`src/rtl/rst_req_pkg.sv`:
```
// Shared types and default sizing for the system reset request generator.
package rst_req_pkg;

  typedef enum logic [1:0] {
    IDLE    = 2'd0,
    ASSERT  = 2'd1,
    HOLDOFF = 2'd2
  } state_e;

  typedef enum logic [1:0] {
    CAUSE_SW  = 2'd0,
    CAUSE_DBG = 2'd1,
    CAUSE_EXT = 2'd2,
    CAUSE_WDT = 2'd3
  } cause_e;

  localparam int unsigned DEF_PULSE_CYCLES   = 16;
  localparam int unsigned DEF_HOLDOFF_CYCLES = 64;
  localparam int unsigned DEF_CNT_W          = 8;
  localparam int unsigned DEF_WDT_CYCLES     = 32'd1 << 20;

endpackage

```
`src/rtl/rst_req_wdt.sv`:
```
// Idle watchdog for rst_req_gen; only built when RST_REQ_GEN_WDT_EN is defined.
// Down-counts while idle and unkicked; zero_o flags expiry until the next reload.
`ifdef RST_REQ_GEN_WDT_EN
module rst_req_wdt
  import rst_req_pkg::*;
#(
  parameter int unsigned WDT_CYCLES = DEF_WDT_CYCLES
) (
  input  logic clk,
  input  logic rst_n,
  input  logic kick_i,
  input  logic idle_i,
  output logic zero_o
);

  localparam int unsigned WDT_W = $clog2(WDT_CYCLES + 1);
  localparam logic [WDT_W-1:0] WDT_LOAD = WDT_W'(WDT_CYCLES - 1);

  logic [WDT_W-1:0] cnt_q, cnt_d;
  logic             zero_q;

  always_comb begin
    cnt_d = cnt_q;
    if (kick_i || !idle_i) begin
      cnt_d = WDT_LOAD;
    end else if (cnt_q != '0) begin
      cnt_d = cnt_q - WDT_W'(1);
    end
  end

  always_ff @(posedge clk or negedge rst_n) begin
    if (!rst_n) begin
      cnt_q  <= WDT_LOAD;
      zero_q <= 1'b0;
    end else begin
      cnt_q  <= cnt_d;
      zero_q <= (cnt_d == '0);
    end
  end

  assign zero_o = zero_q;

endmodule
`endif

```
`src/rtl/rst_req_gen.sv`:
```
// System reset request generator: fixed-width srst_req_n pulse, hold-off, cause/count log.
// Optional idle watchdog request source enabled by RST_REQ_GEN_WDT_EN.
module rst_req_gen
  import rst_req_pkg::*;
#(
  parameter int unsigned PULSE_CYCLES   = DEF_PULSE_CYCLES,
  parameter int unsigned HOLDOFF_CYCLES = DEF_HOLDOFF_CYCLES,
  parameter int unsigned CNT_W          = DEF_CNT_W
`ifdef RST_REQ_GEN_WDT_EN
  ,
  parameter int unsigned WDT_CYCLES     = DEF_WDT_CYCLES
`endif
) (
  input  logic             sys_clk,
  input  logic             sys_rst_n,
  input  logic             req_valid,
  input  logic [1:0]       req_cause,
`ifdef RST_REQ_GEN_WDT_EN
  input  logic             wdt_kick,
`endif
  output logic             req_ready,
  output logic             srst_req_n,
  output logic             busy,
  output logic [1:0]       last_cause,
  output logic [CNT_W-1:0] rst_count
);

  localparam int unsigned MAX_CYC = (PULSE_CYCLES > HOLDOFF_CYCLES) ? PULSE_CYCLES : HOLDOFF_CYCLES;
  localparam int unsigned CTR_W   = $clog2(MAX_CYC + 1);
  localparam logic [CTR_W-1:0] PULSE_LOAD = CTR_W'(PULSE_CYCLES - 1);
  localparam logic [CTR_W-1:0] HOLD_LOAD  = CTR_W'((HOLDOFF_CYCLES == 0) ? 0 : HOLDOFF_CYCLES - 1);

  state_e           state_q, state_d;
  logic [CTR_W-1:0] ctr_q, ctr_d;
  logic             srst_n_q, srst_n_d;
  logic [1:0]       cause_q, cause_d;
  logic [CNT_W-1:0] cnt_q, cnt_d;

  logic             idle_c;
  logic             req_v_c;
  logic [1:0]       req_cause_c;

  assign idle_c = (state_q == IDLE);

  // Request source: external port, plus the watchdog when built (external wins).
`ifdef RST_REQ_GEN_WDT_EN
  logic wdt_zero;

  rst_req_wdt #(
    .WDT_CYCLES (WDT_CYCLES)
  ) u_wdt (
    .clk    (sys_clk),
    .rst_n  (sys_rst_n),
    .kick_i (wdt_kick),
    .idle_i (idle_c),
    .zero_o (wdt_zero)
  );

  assign req_v_c     = req_valid | (wdt_zero & idle_c);
  assign req_cause_c = req_valid ? req_cause : CAUSE_WDT;
`else
  assign req_v_c     = req_valid;
  assign req_cause_c = req_cause;
`endif

  always_comb begin
    state_d  = state_q;
    ctr_d    = ctr_q;
    srst_n_d = 1'b1;
    cause_d  = cause_q;
    cnt_d    = cnt_q;
    case (state_q)
      IDLE: begin
        if (req_v_c) begin
          state_d  = ASSERT;
          ctr_d    = PULSE_LOAD;
          cause_d  = req_cause_c;
          srst_n_d = 1'b0;
        end
      end
      ASSERT: begin
        srst_n_d = 1'b0;
        if (ctr_q == '0) begin
          srst_n_d = 1'b1;
          if (cnt_q != {CNT_W{1'b1}}) begin
            cnt_d = cnt_q + CNT_W'(1);
          end
          if (HOLDOFF_CYCLES == 0) begin
            state_d = IDLE;
          end else begin
            state_d = HOLDOFF;
            ctr_d   = HOLD_LOAD;
          end
        end else begin
          ctr_d = ctr_q - CTR_W'(1);
        end
      end
      HOLDOFF: begin
        if (ctr_q == '0) begin
          state_d = IDLE;
        end else begin
          ctr_d = ctr_q - CTR_W'(1);
        end
      end
      default: state_d = IDLE;
    endcase
  end

  always_ff @(posedge sys_clk or negedge sys_rst_n) begin
    if (!sys_rst_n) begin
      state_q  <= IDLE;
      ctr_q    <= '0;
      srst_n_q <= 1'b1;
      cause_q  <= CAUSE_SW;
      cnt_q    <= '0;
    end else begin
      state_q  <= state_d;
      ctr_q    <= ctr_d;
      srst_n_q <= srst_n_d;
      cause_q  <= cause_d;
      cnt_q    <= cnt_d;
    end
  end

  assign req_ready  = idle_c;
  assign busy       = !idle_c;
  assign srst_req_n = srst_n_q;
  assign last_cause = cause_q;
  assign rst_count  = cnt_q;

endmodule

```
`config.mk`:
```
export PLATFORM = sky130hd
export DESIGN_NAME = rst_req_gen
export DESIGN_NICKNAME = d
export VERILOG_FILES = /design/src/rtl/rst_req_pkg.sv /design/src/rtl/rst_req_wdt.sv /design/src/rtl/rst_req_gen.sv
export SDC_FILE = /design/constraint.sdc
export NUM_CORES = 1
export LEC_CHECK = 0
export BUFFER_PORTS_ARGS = -buffer_cell sky130_fd_sc_hd__buf_4
export CAP_MARGIN = 20
export CORE_ASPECT_RATIO = 1.1
export CORE_MARGIN = 5
export CORE_UTILIZATION = 55
export DETAILED_ROUTE_END_ITERATION = 10
export PLACE_DENSITY = 0.83
export SYNTH_ARGS = -nofsm -noshare
export SYNTH_HDL_FRONTEND = slang
export SYNTH_HIERARCHICAL = 1
export SYNTH_SLANG_ARGS = --single-unit
export TNS_END_PERCENT = 20
```
`constraint.sdc`:
```
create_clock -name sys_clk -period 2.45 [get_ports sys_clk]
set_input_delay 0.3675 -clock sys_clk [delete_from_list [all_inputs] [get_ports sys_clk]]
set_output_delay 0.3675 -clock sys_clk [all_outputs]
set_load 0.05 [all_outputs]
```
== Yosys cells after proc, flatten, opt, wreduce, memory -nomap -nowiden ==
Cells that the tools add are included.

* $add $sub $neg: 2
* Eq/ne operators: 7
* Multiplexer cells: 11
* Reductions and logical operators: 8

{| class="wikitable"
|+ Operators with widths
! kind !! number
|-
| 2-to-1 mux 7 bit || 3
|-
| case mux 7 bit (3 select lines) || 1
|-
| AND reduction 3 bit || 3
|-
| adder 8 x 1 -> 8 bit, second input constant || 1
|-
| != test 2 bit, second input constant || 4
|-
| != test 8 bit, second input constant || 1
|-
| logical NOT 7 bit || 1
|-
| subtractor 7 x 1 -> 7 bit, second input constant || 1
|-
| 2-to-1 mux 2 bit || 3
|-
| case mux 2 bit (3 select lines) || 1
|-
| nonzero test 3 bit || 1
|-
| == test 2 x 1 -> 1 bit, second input constant || 1
|-
| == test 2 bit, second input constant || 1
|-
| logical NOT 2 bit || 1
|-
| 2-to-1 mux 1 bit || 2
|-
| case mux 1 bit (2 select lines) || 1
|-
| AND reduction 2 bit || 1
|-
| logical NOT 1 bit || 1
|}

* Bits in registers: 20
* Input bits: 5
* Output and inout port bits: 13
* Word-level logic and storage cells: 33

== Logic depth before layout (Yosys ltp) ==
Gate-level depths: netlist of the first run.

* Depth in word-level cells: 3
* Gate-level depth with buffers: 7
* Depth with buffers taken out: 6

== Worst setup path before layout of the first run ==
OpenSTA, ideal clock, no wires.

* Path type: register to register
* From: register state_q[0]
* To: register ctr_q[4]
* Library setup time: 0.132 ns
* Data arrival time: 1.769 ns
* Data required time: 2.318 ns
* Setup slack: 0.549 ns
* Cell stages (with the launch flop): 7
* Path buffers: 0
* Period minus slack after synthesis: 1.901 ns
* Path through: dfrtp_1 -> inv_1 -> ha_1 -> nor2b_1 -> a311o_2 -> o21ai_0 -> o41ai_2

* Longest elaborated chain between the ends: 3
* Elaborated cells on any way between the ends: 8
* Those cells by class: 4 x eq/ne; 1 x mux; 3 x reduce/logical

{| class="wikitable"
|+ Ends and longest elaborated chain
! item !! RTL line !! RTL
|-
| from (decl) || rst_req_gen.sv:33 || <nowiki>state_e state_q, state_d;</nowiki>
|-
| from (signal assigned) || rst_req_gen.sv:117 || <nowiki>state_q <= state_d;</nowiki>
|-
| logical NOT 2 bit * || n/a ||
|-
| net req_ready || rst_req_gen.sv:21 || <nowiki>output logic req_ready,</nowiki>
|-
| != test 2 bit (no source line) / nonzero test 3 bit (equally long branches) || n/a ||
|-
| AND reduction 3 bit (no source line) || n/a ||
|-
| to (signal assigned) || rst_req_gen.sv:118 || <nowiki>ctr_q <= ctr_d;</nowiki>
|-
| to (decl) || rst_req_gen.sv:34 || <nowiki>logic [CTR_W-1:0] ctr_q, ctr_d;</nowiki>
|}

The timed path passes the listed nets; every way through them passes the cells marked *.
A chain may end at the register's enable or synchronous reset.

== Worst setup path in the final report of the first run ==
* From: register ctr_q[0]
* To: register cnt_q[7] (netlist: rst_count[7])

* Longest elaborated chain between the ends: 2

{| class="wikitable"
|+ Ends and longest elaborated chain
! item !! RTL line !! RTL
|-
| logical NOT 7 bit || rst_req_gen.sv:83 || <nowiki>if (ctr_q == '0) begin</nowiki>
|-
| AND reduction 3 bit (no source line) || n/a ||
|-
| to (signal assigned) || rst_req_gen.sv:121 || <nowiki>cnt_q <= cnt_d;</nowiki>
|-
| to (decl) || rst_req_gen.sv:37 || <nowiki>logic [CNT_W-1:0] cnt_q, cnt_d;</nowiki>
|}

No other way between the ends.

==> results.json, run 1 <==
{
  "status": "complete, no violations",
  "cts_tree": "built",
  "post_cts_buffers": 0,
  "coreArea_um2": 2060,
  "yosys.area.top_type": "dfrtp_1",
  "rsz0062_at_grt": "false",
  "syn_area_um2": 1210,
  "vdd.ir_drop.worst_mv": 0.919,
  "synth_seq_area_share_pct": 41.5,
  "overflow": 0,
  "finalHoldViolations": 0,
  "clkTransAtPathRegs_ns": 0.11,
  "synth.cells.most_frequent": "dfrtp_1 (19), nor2_1 (12), a21oi_1 (9)",
  "synth_top_area_share_pct": 39.3,
  "power-per-cell-area_nw_per_um2": 1080,
  "max_cap_viol_count": 0,
  "grt_usage_pct": 17.8,
  "async_flop_share_pct": 100,
  "clock_sinks": 20,
  "die_area_um2": 3240,
  "synthXorXnorAreaFrac_pct": 3.62,
  "vias": 977,
  "die_w_um": 54.7,
  "port_buffers": 17,
  "drc_errors": 0,
  "dpl.hpwl_um": 1910,
  "critPathRequiredTime_ns": 2.69,
  "synth_flop_cell": "dfrtp_1",
  "finalWeightedCongestion": 0.864,
  "start_kind": "flip-flop",
  "wl_um": 2530,
  "yosys-top-cells-area": "dfrtp_1 (39%), ha_1 (7.2%), mux2_2 (4.7%)",
  "area_growth_pct": 15.1,
  "antenna_found_initial": 0,
  "rows": 17,
  "ios": 18,
  "ant_nets": 0,
  "numCtsBuffers": 3,
  "synth_nets": 128,
  "synth.most_common_cell": "dfrtp_1",
  "synth_edf_count": 0,
  "grt_pass1_vias": 977,
  "nNetsFinal": 149,
  "fin_crit_sh_pct": 78.2,
  "maxSlewHeadroom_pct": 61.2,
  "detail_route.iter0.violations": 33,
  "ys_warn_count": 6,
  "synth_seq_cells": 20,
  "die_h_um": 59.2,
  "avgSynthCellArea_um2": 10.4,
  "crit_type": "reg -> reg",
  "vias_per_cell": 5.96,
  "routedWlPerCell_um": 15.4,
  "initial_utilization_pct": 58.6,
  "drive_gt1_share_pct": 25.0,
  "timing.fmax_mhz": 522,
  "p_leak_nw": 0.661,
  "synth_top_family_by_area": "simple AND/OR/NAND/NOR gates",
  "hold_class": "in -> reg",
  "synthMuxAreaShare_pct": 5.49,
  "regArea_um2": 502,
  "h-tree-depth": 1,
  "synthAdderAreaFrac_pct": 7.25,
  "cts-root-buf": "clkbuf_4",
  "fin_skew_ns": 0.00800,
  "critPathMaxFanout": 6,
  "clock_latency_ns": 0.30,
  "dp_cells": 159,
  "critPathArrivalTime_ns": 2.16,
  "syn_inst": 116,
  "grt_pass1_wl_um": 4240,
  "tightest_slew_ns": 0.579,
  "diodes": 0,
  "yosys.area_share.simple_pct": 19.8,
  "fill_cells": 154,
  "ys_types": 39,
  "setup_viol": 0,
  "min_period_ns": 1.92,
  "cts_max_path_buffers": 2,
  "slew_violations": 0,
  "end_kind": "flip-flop",
  "finalSetupTns_ns": 0,
  "drtPass1Iterations": 6,
  "synth_compound_gate_area_share_pct": 19.2,
  "grt_max_degree": 21,
  "multi_input_area_um2": 668,
  "fin_cells": 164
}
worst max-delay path, cell delays in order (launching register included):
cell	delay, ns
dfrtp_1	0.41
inv_1	0.10
ha_1	0.21
nor4b_2	0.30
nand2_1	0.21
nor4_1	0.45
xor2_1	0.17
layer usage:
layer	vias to the layer above	global-route usage, %	share of wire [%]
li1	473	-	-
met1	461	21.5	40
met2	35	30.4	52
met3	8	3.02	5.3
met4	0	7.12	1.7
met5	-	0	0
stage by stage:
stage / power [W] / hold WS, ns / cell area, um2 / util, % / worst slack, ns
floorplan: 0.00114 / 0.0719 / 1210 / - / 0.549
global placement: 0.00131 / 0.258 / 1360 / 65.7 / 0.652
detailed placement: 0.00134 / 0.261 / 1360 / 65.7 / 0.570
CTS: 0.00150 / 0.296 / 1390 / 67.4 / 0.505
global route: 0.00160 / 0.299 / 1390 / 67.4 / 0.380
finish: 0.00150 / 0.298 / 1390 / 67.4 / 0.534
kinds of logic (layout without fill, tap and decap cells):
logic type | after synthesis | in the layout
AO/OA/AOI/OAI | 30 | 30
flip-flops | 20 | 20
multiplexers | 6 | 6
XOR/XNOR | 5 | 5
buffers and inverters | 8 | 28
AND/OR/NAND/NOR | 40 | 40
adder cells (fa/ha/maj) | 7 | 7
area by class of cell:
| cell class | count | area share [%] |
|---|---|---|
| Timing Repair Buffer | 18 | 9.89 |
| Inverter | 6 | 1.62 |
| Clock buffer | 4 | 1.89 |
| Multi-Input combinational cell | 88 | 48.0 |
| Tap cell | 28 | 2.52 |
| Sequential cell | 20 | 36.1 |
flip-flops by register name, summed over array words and instances (netlist names):
signal,flops
rst_count,8
ctr_q,7
last_cause,2
state_q,2
srst_req_n,1
timing repair:
| item | 4_1_cts | 5_1_grt |
|---|---|---|
| setup endpoints to repair | 0 | 0 |
| gates resized for setup | 0 | 0 |
| endpoints found under the hold margin | 19 | 0 |
| hold buffers | 1 | 0 |
report_power, final:
group	total, W	switching (W)	internal (W)
logic	0.000825	0.000528	0.000298
clock network	0.000163	0.0000996	0.0000635
registers	0.000510	0.0000937	0.000417
cells in the final DEF, fill, tap and decap left out, types with 2 or more instances in the layout:
cell / n
ha_1: 7
nor4_1: 2
inv_1: 6
a31oi_1: 2
a211oi_1: 2
nor3_1: 3
xor2_1: 5
clkbuf_4: 3
a21oi_1: 9
o21ai_0: 4
nand2b_1: 3
buf_4: 17
nor2b_1: 2
nand3_1: 3
mux2_2: 5
o221a_1: 2
dfrtp_1: 19
nor2_1: 12
nand4_1: 2
o2111ai_1: 2
a2bb2oi_1: 2
nand2_1: 5
worst paths after layout:
| path | from | to | slack, ns | cells after the start |
|---|---|---|---|---|
| worst max register to register | ctr_q[0] | rst_count[7] | 0.53 | 6 |
| worst min register to register | rst_count[7] | rst_count[7] | 0.52 | 1 |
| min in group asynchronous | sys_rst_n | rst_count[1] | 0.45 | 2 |
| max in group asynchronous | sys_rst_n | srst_req_n | 1.72 | 2 |
| worst min-delay path | req_cause[0] | last_cause[0] | 0.30 | 2 |
| worst max-delay path | ctr_q[0] | rst_count[7] | 0.53 | 6 |
Power figures use the tool's default switching activity.
==> inputs of run 2 (changes only) <==
Clock period 2.45 ns to 1.9 ns, I/O delays scaled along.
==> results.json, run 2 (synthesis gave the netlist of run 1 again) <==
{
  "grt_pass1_wl_um": 4420,
  "critPathRequiredTime_ns": 2.09,
  "maxSlewHeadroom_pct": 66.7,
  "crit_family": "simple AND/OR/NAND/NOR gates",
  "grt_pass1_vias": 1029,
  "min_period_ns": 1.84,
  "setup_viol": 0,
  "postLayoutCellArea_um2": 1420,
  "initial_utilization_pct": 58.6,
  "coreArea_um2": 2060,
  "cts-root-buf": "clkbuf_4",
  "vdd.ir_drop.worst_mv": 1.04,
  "hold_class": "in -> reg",
  "die_area_um2": 3240,
  "clock_sinks": 20,
  "max_cap_viol_count": 0,
  "netSwitchingFraction_pct": 47.7,
  "die_w_um": 54.7,
  "layout_common_cells": "dfrtp_1 (19), buf_4 (19), nor2_1 (12)",
  "grt_usage_pct": 18.8,
  "die_h_um": 59.2,
  "ant_nets": 0,
  "cts_tree": "built",
  "min-delay-start": "req_cause[1]",
  "slew_violations": 0,
  "status": "complete, no violations",
  "finalWeightedCongestion": 0.816,
  "critPathArrivalTime_ns": 2.03,
  "whs_ns": 0.215,
  "wl_um": 2640,
  "clock_latency_ns": 0.30,
  "numCtsBuffers": 3,
  "h-tree-depth": 1,
  "drc_errors": 0,
  "drtPass1Iterations": 5,
  "grt_max_degree": 21,
  "p_leak_nw": 0.671,
  "routedWlPerCell_um": 15.9,
  "antenna_found_initial": 0,
  "fin_crit_sh_pct": 96.9,
  "rr_startpoint": "ctr_q[0]",
  "cp_cell_sequence": "inv_1 -> ha_1 -> nor4b_2 -> nand2_2 -> nor2_1 -> mux2_2",
  "cts_max_path_buffers": 2,
  "slowest_stage": "dfrtp_1",
  "clockPowerShare_pct": 10.6,
  "power_switching_w": 0.000945,
  "port_buffers": 17,
  "nNetsFinal": 151,
  "timing.fmax_mhz": 543,
  "diodes": 0,
  "max_stage_delay_ns": 0.42,
  "ios": 18,
  "p_seq_share_pct": 33.4,
  "rows": 17,
  "power-per-cell-area_nw_per_um2": 1390,
  "startpoint": "ctr_q[0]",
  "critPathMaxFanout": 6,
  "detail_route.iter0.violations": 40,
  "overflow": 0,
  "finalHoldViolations": 0,
  "clkTransAtPathRegs_ns": 0.11,
  "vias_per_cell": 6.22,
  "cp_num_buf_inv": 1,
  "cell_internal_pwr_w": 0.00104,
  "vias": 1032,
  "end_kind": "flip-flop",
  "combPwrFrac_pct": 56.0,
  "largest_reg_flops": 8,
  "crit_type": "reg -> reg",
  "dpl.hpwl_um": 1910,
  "tightest_slew_ns": 0.496,
  "start_kind": "flip-flop",
  "fin_skew_ns": 0.00253,
  "finalSetupTns_ns": 0,
  "placed_area_um2": 1370,
  "area_growth_pct": 17.5,
  "drive_gt1_share_pct": 29.0
}
==> run 2: cell count changes in the layout (fill, tap and decap cells not counted), sizes merged <==
cell,delta
buf,+2
==> run 2: routing by layer <==
| layer | GRT usage, % | share of wire, % | vias up |
|---|---|---|---|
| met3 | 3.53 | 5.5 | 6 |
| met2 | 32.9 | 53 | 38 |
| li1 | - | - | 475 |
| met1 | 20.9 | 40 | 513 |
| met4 | 9.25 | 1.5 | 0 |
| met5 | 0 | 0 | - |
==> run 2: worst paths after layout <==
| check | to | slack (ns) | cells after the start |
|---|---|---|---|
| min in group asynchronous | rst_count[3] | 0.39 | 2 |
| hold / removal | last_cause[1] | 0.21 | 2 |
| setup / recovery | rst_count[1] | 0.06 | 6 |
| setup reg to reg | rst_count[1] | 0.06 | 6 |
| hold reg to reg | last_cause[1] | 0.52 | 1 |
| max in group asynchronous | srst_req_n | 1.25 | 2 |
==> run 2: final cells by class <==
cell class	count	area (um2)
inverter	6	22.5
multi-input combinational	88	682
timing repair buffer	20	153
fill	156	643
tap	28	35.0
sequential	20	502
clock buffer	4	26.3
==> run 2: timing repair <==
item	CTS	global route
resized for setup	0	4
endpoints found under the setup margin	0	8
hold buffers	1	0
endpoints found under the hold margin	19	0
buffers inserted	0	0
==> run 2: power by group through the flow <==
stage                     clock network, W  logic [W]  registers, W
after global routing              0.000239    0.00120      0.000682
after CTS                         0.000220    0.00110      0.000661
after detailed placement                 0    0.00109      0.000670
final                             0.000210    0.00111      0.000662
after floorplan                          0   0.000691      0.000792
after global placement                   0    0.00106      0.000659
==> run 2: metrics by stage <==
step	utilization [%]	total power [W]	setup slack (ns)	std cells
detailed placement	66.5	0.00176	0.0812	161
floorplan	-	0.00148	0.169	116
global route	68.8	0.00212	-0.0297	166
CTS	68.3	0.00198	0.0305	166
finish	68.8	0.00198	0.0586	166
global placement	66.5	0.00172	0.136	161
==> inputs of run 3 (changes only) <==
Settings changed: SETUP_SLACK_MARGIN from default to 0.4.
==> results.json, run 3 (synthesis gave the netlist of run 1 again) <==
{
  "finalHoldViolations": 0,
  "h-tree-depth": 1,
  "fin_skew_ns": 0.00132,
  "coreArea_um2": 2060,
  "power_switching_w": 0.00103,
  "numCtsBuffers": 3,
  "area_growth_pct": 35.0,
  "min_period_ns": 1.69,
  "grt_pass1_vias": 1055,
  "drc_errors": 0,
  "whs_ns": 0.219,
  "fill_cells": 131,
  "postLayoutCellArea_um2": 1630,
  "overflow": 0,
  "maxSlewHeadroom_pct": 70.8,
  "dr_wl_met3_um": 156,
  "min-delay-start": "req_cause[0]",
  "ant_nets": 0,
  "initial_utilization_pct": 58.6,
  "status": "complete, no violations",
  "postLayoutCoreUtil_pct": 79.1,
  "grt_usage_pct": 20.5,
  "routedWlPerCell_um": 16.4,
  "start_kind": "flip-flop",
  "end_kind": "flip-flop",
  "rsz0062_at_grt": "true",
  "ios": 18,
  "hold_class": "in -> reg",
  "placed_area_um2": 1440,
  "power-per-cell-area_nw_per_um2": 1380,
  "worst_slack_ns": 0.208,
  "met1_length_um": 1100,
  "wl_um": 2870,
  "critPathArrivalTime_ns": 1.89,
  "vias_per_cell": 5.87,
  "combPwrFrac_pct": 60.9,
  "vias": 1028,
  "die_w_um": 54.7,
  "top_layer": "met4",
  "diodes": 0,
  "port_buffers": 17,
  "rows": 17,
  "max_cap_viol_count": 0,
  "setup_viol": 0,
  "final_common_cell": "buf_4",
  "layout_common_cells": "buf_4 (28), dfrtp_1 (16), a21oi_1 (9)",
  "die_h_um": 59.2,
  "critPathRequiredTime_ns": 2.09,
  "drtPass1Iterations": 4,
  "cell_internal_pwr_w": 0.00123,
  "cts-root-buf": "clkbuf_4",
  "clock_sinks": 20,
  "finalSetupTns_ns": 0,
  "grt_max_degree": 21,
  "cts_tree": "built",
  "slew_violations": 0,
  "tightest_slew_ns": 0.437,
  "finalWeightedCongestion": 0.905,
  "dpl.hpwl_um": 1990,
  "clockPowerShare_pct": 10.9,
  "startpoint": "ctr_q[0]",
  "p_leak_nw": 0.746,
  "nNetsFinal": 160,
  "regArea_um2": 505,
  "vdd.ir_drop.worst_mv": 0.985,
  "critPathMaxFanout": 6,
  "rr_startpoint": "ctr_q[0]",
  "grt_pass1_wl_um": 4770,
  "netSwitchingFraction_pct": 45.5,
  "crit_type": "reg -> reg",
  "wl_met2_um": 1580,
  "timing.fmax_mhz": 591,
  "cts_max_path_buffers": 2,
  "place_ws_ns": 0.159,
  "p_seq_share_pct": 28.2,
  "die_area_um2": 3240,
  "fin_crit_sh_pct": 89.0,
  "largest_reg_flops": 8,
  "antenna_found_initial": 0,
  "clock_latency_ns": 0.30,
  "multi_input_area_um2": 812,
  "clkTransAtPathRegs_ns": 0.11,
  "drive_gt1_share_pct": 46.9,
  "detail_route.iter0.violations": 27
}
-- run 3: cell count changes in the layout (fill, tap and decap cells not counted), sizes merged --
cell,previous run,this run
buf,19,28
-- run 3: cell type report --
cell class,instances,share of cell area (%)
Inverter,6,1.38
Timing Repair Buffer,29,13.5
Multi-Input combinational cell,88,49.8
Clock buffer,4,2.22
Tap cell,28,2.15
Sequential cell,20,31.0
-- run 3: what timing repair did --
action                                 in CTS  in global routing
hold buffers                                1                  0
setup buffers                               7                  1
pin swaps                                   4                  7
setup endpoints to repair                  18                 19
gates resized for setup                    13                  7
endpoints found under the hold margin      19                  0
-- run 3: metal layers --
layer	global-route usage, %	vias to the layer above
met4	10.3	0
li1	-	494
met5	0	-
met3	3.02	2
met1	23.9	500
met2	35.5	32
-- run 3: stage by stage --
step / std cells / power, W
global placement: 162 / 0.00184
finish: 175 / 0.00226
CTS: 174 / 0.00224
floorplan: 116 / 0.00159
global route: 175 / 0.00240
detailed placement: 162 / 0.00188
-- run 3: power groups by stage --
stage / clock network (W) / logic [W] / registers (W)
after floorplan: 0 / 0.000779 / 0.000808
after global placement: 0 / 0.00120 / 0.000639
after detailed placement: 0 / 0.00123 / 0.000645
after CTS: 0.000255 / 0.00136 / 0.000634
after global routing: 0.000279 / 0.00147 / 0.000648
final: 0.000247 / 0.00137 / 0.000636
-- run 3: worst max-delay path, stage by stage (launching register included) --
cell     delay (ns)
dfrtp_1        0.43
inv_2          0.10
ha_4           0.15
nor4b_4        0.29
nand2_4        0.16
nor2_4         0.12
mux2_2         0.33
-- run 3: final timing paths --
check	endpoint	slack [ns]	depth (start not counted)
worst max-delay path	rst_count[1]	0.21	6
worst min-delay path	last_cause[0]	0.22	2
worst max register to register	rst_count[1]	0.21	6
worst min register to register	rst_count[0]	0.51	1
max in group asynchronous	srst_req_n	1.24	2
min in group asynchronous	rst_count[4]	0.39	2
